<file path="src/rtl/prog_ctr.sv">
// Program counter and fetch sequencer for the 3BC processor.
// Owns the Start/Done run handshake and a saturating run-length cycle counter.
module prog_ctr #(
    parameter int PC_W = 10,
    parameter int CT_W = 16
) (
    input  logic            Clk,
    input  logic            Reset,
    input  logic            Start,
    input  logic [PC_W-1:0] StartAddr,
    input  logic            BranchAbs,
    input  logic            BranchRel,
    input  logic            Taken,
    input  logic [PC_W-1:0] Target,
    input  logic            Stall,
    input  logic            Halt,
    output logic [PC_W-1:0] ProgCtr,
    output logic            Done,
    output logic [CT_W-1:0] CycleCt
);

    typedef enum logic [1:0] {
        S_IDLE,
        S_LOAD,
        S_RUN,
        S_DONE
    } state_t;

    state_t          state;
    logic [PC_W-1:0] next_pc;

    // Target is two's complement for relative branches, so a plain modular add covers both directions.
    always_comb begin
        next_pc = ProgCtr;
        if (Stall) begin
            next_pc = ProgCtr;
        end else if (BranchAbs && Taken) begin
            next_pc = Target;
        end else if (BranchRel && Taken) begin
            next_pc = ProgCtr + Target;
        end else begin
            next_pc = ProgCtr + PC_W'(1);
        end
    end

    always_ff @(posedge Clk) begin
        if (Reset) begin
            state   <= S_IDLE;
            ProgCtr <= '0;
            Done    <= 1'b0;
            CycleCt <= '0;
        end else begin
            case (state)
                S_IDLE: begin
                    if (Start) begin
                        state   <= S_LOAD;
                        ProgCtr <= StartAddr;
                        CycleCt <= '0;
                        Done    <= 1'b0;
                    end
                end
                S_LOAD: begin
                    if (Start) begin
                        ProgCtr <= StartAddr;
                    end else begin
                        state <= S_RUN;
                    end
                end
                S_RUN: begin
                    if (Start) begin
                        state   <= S_LOAD;
                        ProgCtr <= StartAddr;
                        CycleCt <= '0;
                        Done    <= 1'b0;
                    end else begin
                        // Every RUN edge counts, including stall and halt edges.
                        if (CycleCt != '1) begin
                            CycleCt <= CycleCt + CT_W'(1);
                        end
                        if (Halt) begin
                            state <= S_DONE;
                            Done  <= 1'b1;
                        end else begin
                            ProgCtr <= next_pc;
                        end
                    end
                end
                S_DONE: begin
                    if (Start) begin
                        state   <= S_LOAD;
                        ProgCtr <= StartAddr;
                        CycleCt <= '0;
                        Done    <= 1'b0;
                    end
                end
                default: state <= S_IDLE;
            endcase
        end
    end

endmodule

</file>
<file path="config.mk">
export PLATFORM = sky130hd
export DESIGN_NAME = prog_ctr
export DESIGN_NICKNAME = d
export VERILOG_FILES = /design/src/rtl/prog_ctr.sv
export SDC_FILE = /design/constraint.sdc
export NUM_CORES = 1
export LEC_CHECK = 0
export ABC_AREA = 0
export CORE_ASPECT_RATIO = 1.1
export CORE_MARGIN = 3
export CORE_UTILIZATION = 44
export DETAILED_ROUTE_END_ITERATION = 8
export GPL_ROUTABILITY_DRIVEN = 1
export PLACE_DENSITY = 0.77
export SLEW_MARGIN = 15
export SYNTH_ARGS = -nofsm -noshare
export SYNTH_HDL_FRONTEND = slang
export SYNTH_SLANG_ARGS = --single-unit
</file>
<file path="constraint.sdc">
create_clock -name Clk -period 2.88 [get_ports Clk]
set_clock_uncertainty 0.15 [all_clocks]
set_input_delay 0.576 -clock Clk [delete_from_list [all_inputs] [get_ports Clk]]
set_output_delay 0.576 -clock Clk [all_outputs]
set_load 0.05 [all_outputs]
</file>
---- After elaboration in Yosys (flattened, before gate mapping) ----
Index checks and enable logic that the tools add are counted.
cells by class
  add/sub/neg operators ................... 3
  $mul .................................... 0
  divide/modulo/power cells ............... 0
  magnitude comparators ................... 0
  equal/unequal tests ..................... 11
  shift-type cells ........................ 0
  mux-type cells .......................... 20
  bitwise gates (word level) .............. 0
  reduce and logical (&&, ||, !) cells .... 10
operators with widths
  kind                                                                      number
  10-bit 2-to-1 mux                                                         6
  16-bit 2-to-1 mux                                                         3
  16-bit case mux with 2 select lines                                       1
  10-bit case mux with 2 select lines                                       1
  16-bit by 1-bit adder with 16-bit output (second input constant)          1
  16-bit inequality test (second input constant)                            1
  3-bit inequality test (second input constant)                             4
  3-bit AND reduction                                                       4
  10-bit by 1-bit adder with 10-bit output (second input constant)          1
  10-bit adder                                                              1
  2-bit 2-to-1 mux                                                          4
  2-bit case mux with 3 select lines                                        1
  2-bit equality test (second input constant)                               2
  2-bit by 1-bit inequality test with 1-bit output (second input constant)  2
  1-bit 2-to-1 mux                                                          3
  3-bit OR reduction                                                        1
  2-bit by 1-bit equality test with 1-bit output (second input constant)    1
  1-bit logical AND                                                         2
  2-bit logical NOT                                                         1
  2-bit inequality test (second input constant)                             1
  1-bit case mux with 2 select lines                                        1
  2-bit nonzero test                                                        1
  2-bit OR reduction                                                        1
storage, ports and cells
  register bits ........................... 29
  latch bits .............................. 0
  memory bits (writable) .................. 0
  bits in read-only memories .............. 0
  input port bits ......................... 28
  output and inout port bits .............. 27
  word-level logic and storage cells ...... 48
  memories ................................ 0

---- Depth between registers and ports, before layout ----
  depth in word-level cells ............... 7
  depth in mapped cells ................... 10
  depth with buffers taken out ............ 9

---- Worst setup path after synthesis ----
No wires, ideal clock.
  kind .................................... in2reg
  start ................................... input Taken
  end ..................................... register ProgCtr[8]
  library setup time ...................... 91 ps
  arrival time ............................ 2730 ps
  data required time ...................... 2639 ps
  slack ................................... -91 ps
  stages .................................. 10
  buffers on the path ..................... 1
  path through ............................ clkbuf_1 nand2_1 or2_2 ha_1 fa_1 a211o_1 a21oi_1 o21ai_0 xnor2_1 a311oi_1
between the ends
  longest elaborated chain between the ends .. 7
  elaborated cells between the ends (all ways) .. 8
  classes of those cells .................. 6 x mux; 2 x reduce/logical
ends and longest elaborated chain
  what                                     line  RTL
  from (decl)                              13    input logic Taken,
  1-bit logical AND                        39    end else if (BranchRel && Taken) begin
  10-bit 2-to-1 mux                        39
  10-bit 2-to-1 mux (*)                    37    end else if (BranchAbs && Taken) begin
  10-bit 2-to-1 mux (*)                    35    if (Stall) begin
  10-bit 2-to-1 mux (*)                    80    if (Halt) begin
  10-bit 2-to-1 mux (*)                    70    if (Start) begin
  10-bit case mux with 2 select lines (*)  53    case (state)
  to (signal assigned)                     57    ProgCtr <= StartAddr;
  to (signal assigned)                     72    ProgCtr <= StartAddr;
  to (signal assigned)                     84    ProgCtr <= next_pc;
  to (decl)                                17    output logic [PC_W-1:0] ProgCtr,
Every way passes the cells marked *; elsewhere a longest branch is shown, timed or not. The select of a mux whose other input is x is not followed.
A chain may end at the register's enable or synchronous reset.

---- Worst setup path after layout ----
  start ................................... input Target[0]
  end ..................................... register ProgCtr[9]
between the ends
  longest elaborated chain between the ends .. 7
ends and longest elaborated chain
  what                                 line  RTL
  from (decl)                          14    input logic [PC_W-1:0] Target,
  10-bit adder                         40    next_pc = ProgCtr + Target;
  10-bit 2-to-1 mux                    39
  10-bit 2-to-1 mux                    37
  10-bit 2-to-1 mux                    35
  10-bit 2-to-1 mux                    80
  10-bit 2-to-1 mux                    70
  10-bit case mux with 2 select lines  53
No other way between the ends. The select of a mux whose other input is x is not followed.

==> flow_summary.json <==
{
  "synth_area_um2": 2003,
  "num_antenna_cells": 0,
  "grt_use_total": 0.2214,
  "drt_iter0_drc": 125,
  "busiest_layer": "met2",
  "fin_crit_ns": 2.799,
  "synth_edf_count": 0,
  "via_per_inst": 5.738,
  "cts_buffer_depth": 2,
  "dp_hpwl_um": 4574,
  "clk_pin_slew_ns": 0.06,
  "hp-class": "flip-flop to flip-flop",
  "path_class": "input port to flip-flop",
  "drv_cap": 0,
  "finalNonFillerCells": 389,
  "synthTopCellsByCount": "nor2_1 (31), dfxtp_1 (29), nand2_1 (22)",
  "pin_count": 55,
  "post-synth-top-count-cell": "nor2_1",
  "endpoint_kind": "flip-flop",
  "grt_pass1_vias": 2258,
  "worstMarginPinSlew_ns": 0.7412,
  "rsz0062_at_grt": "no",
  "crit_path_start_kind": "input port",
  "clkSinkCount": 29,
  "hold_viol_final": 0,
  "drc_errors": 0,
  "synth_area_leaders": "dfxtp_1 (29%), ha_1 (7.5%), nor2_1 (5.8%)",
  "die_h_um": 76.77,
  "required_ns": 2.90,
  "grt.met2_usage": 0.3961,
  "r2r-end": "CycleCt[9]",
  "hold_depth": 2,
  "grt_first_pass_wirelength_um": 9742,
  "synth_cell_types": 51,
  "antenna_found_initial": 0,
  "wl_um": 6051,
  "ys_ff_latch": 29,
  "syn_inst": 250,
  "cts-root-buf": "clkbuf_8",
  "avgSynthCellArea_um2": 8.013,
  "p_per_area_nw_per_um2": 440.0,
  "syn_to_final_growth_pct": 46.03,
  "synth_async_sr_flop_share": 0,
  "grt_max_degree": 12,
  "synth_top_area_frac": 0.2898,
  "die_w_um": 70.34,
  "postRouteAntennaNets": 0,
  "fmax_mhz": 357.2,
  "io_buffer_count": 54,
  "cts_made_buffers": 5,
  "outcome": "finished, final reports clean",
  "setup_tns_ns": 0,
  "drt_first_pass_iters": 4,
  "start_util": 0.4607,
  "synth-main-ff-cell": "dfxtp_1",
  "tritoncts": "done",
  "multi_input_area_um2": 1381,
  "drive_gt1_frac": 0.1612,
  "ys_seq_area_frac": 0.2898,
  "p_leak_nw": 1.225,
  "coreArea_um2": 4348,
  "placementRows": 25,
  "maxSlewViolCount": 0,
  "post-route-period-util": 0.9720,
  "r2r-start": "state[0]",
  "power.total_w": 0.001287,
  "wl_per_cell_um": 15.56,
  "hold_ws_ns": 0.3201,
  "critPathMaxFanout": 2,
  "design.die.area_um2": 5399,
  "syn_nets": 291,
  "use_met3": 0.04849,
  "finalNetCount": 375,
  "place_congestion": 0.8492,
  "clk_latency_ns": 0.28,
  "fillerInstances": 395,
  "met1_usage": 0.2494,
  "grt_overflow": 0,
  "r2r_cells": 7,
  "setup_viol": 0,
  "min_to": "Done",
  "final-seq-area_um2": 580.6,
  "num_vias": 2232,
  "dp_cells": 379,
  "synth_top_cell_by_area": "dfxtp_1",
  "relSlewSlack": 0.5040,
  "hold_path.startpoint": "Done",
  "htreeDepth": 2,
  "max-vdd-ir-drop_mv": 0.1818,
  "regToRegSetupSlack_ns": 0.57,
  "yosys_warnings": 0,
  "critical_path_arrival_ns": 2.82
}
repair_timing:
action | 4_1_cts | 5_1_grt
setup buffers | 2 | 0
endpoints found under the setup margin | 4 | 2
hold buffers | 0 | 0
resized for setup | 9 | 1
hold endpoints to repair | 0 | 0
pin swaps | 4 | 1
metrics by stage:
step	area [µm²]	util	setup slack [ns]
after floorplan	2008	-	0.01585
after global placement	2805	0.6452	-0.3743
after detailed placement	2805	0.6452	-0.4940
after CTS	2925	0.6728	0.08945
after global routing	2925	0.6728	0.003452
final	2925	0.6728	0.08056
how the worst max path moves through the flow:
| stage | slack, ns | end | start | cells past startpoint |
|---|---|---|---|---|
| finish | 0.08 | ProgCtr[9] | Target[0] | 8 |
| global route | 0.003 | ProgCtr[6] | Target[0] | 10 |
| CTS | 0.09 | ProgCtr[6] | Target[0] | 10 |
| detailed placement | -0.49 | ProgCtr[8] | BranchRel | 10 |
| global placement | -0.37 | ProgCtr[8] | BranchRel | 10 |
| floorplan | 0.02 | ProgCtr[8] | Taken | 10 |
where the power goes:
group / leakage (nW) / total (W) / switching [W] / internal, W
Clock: 0.0395 / 0.000325 / 0.000154 / 0.000171
Combinational: 0.949 / 0.000501 / 0.000287 / 0.000214
Sequential: 0.237 / 0.000461 / 0.0000280 / 0.000433
Total: 1.23 / 0.00129 / 0.000469 / 0.000818
critical path, cell delays in order:
cell	delay (ns)
clkdlybuf4s50_1	0.43
or2_2	0.31
ha_2	0.19
a21o_1	0.18
and4_1	0.21
or2_2	0.30
a311oi_2	0.29
mux2_4	0.33
kinds of logic after synthesis:
logic type	after synthesis	share of synthesized area
XOR/XNOR	14	0.06121
buffers and inverters	17	0.03248
adder cells (fa/ha/maj)	13	0.08495
multiplexers	3	0.01562
AO/OA/AOI/OAI	62	0.2224
AND/OR/NAND/NOR	112	0.2936
flip-flops	29	0.2898
registers in the layout, summed over array words and instances (netlist names):
signal / count
CycleCt: 16
ProgCtr: 10
state: 2
Done: 1
cell type report:
cell class | instances | area share
flip-flops and latches | 29 | 0.1985
clock buffers | 8 | 0.02737
inverters | 8 | 0.01027
well taps | 54 | 0.02310
multi-input cells | 204 | 0.4722
repair buffers | 86 | 0.2686
routing by layer:
layer | wire, µm | vias up
met5 | 0 | -
met3 | 329 | 16
met4 | 116 | 0
met2 | 3002 | 87
li1 | - | 1098
met1 | 2603 | 1031
cell usage in the layout (no fill, tap or decap), drive strengths merged, types with 6 or more instances in the layout:
cell type	netlist	final
clkbuf	9	8
xnor2	9	9
ha	12	12
and3	11	11
nor2	31	31
nand3	6	6
buf	0	32
nand2	22	22
inv	8	8
a21oi	15	15
clkdlybuf4s50	0	52
a311oi	6	6
dfxtp	29	29
nor3	7	7
Power figures use the tool's default switching activity.
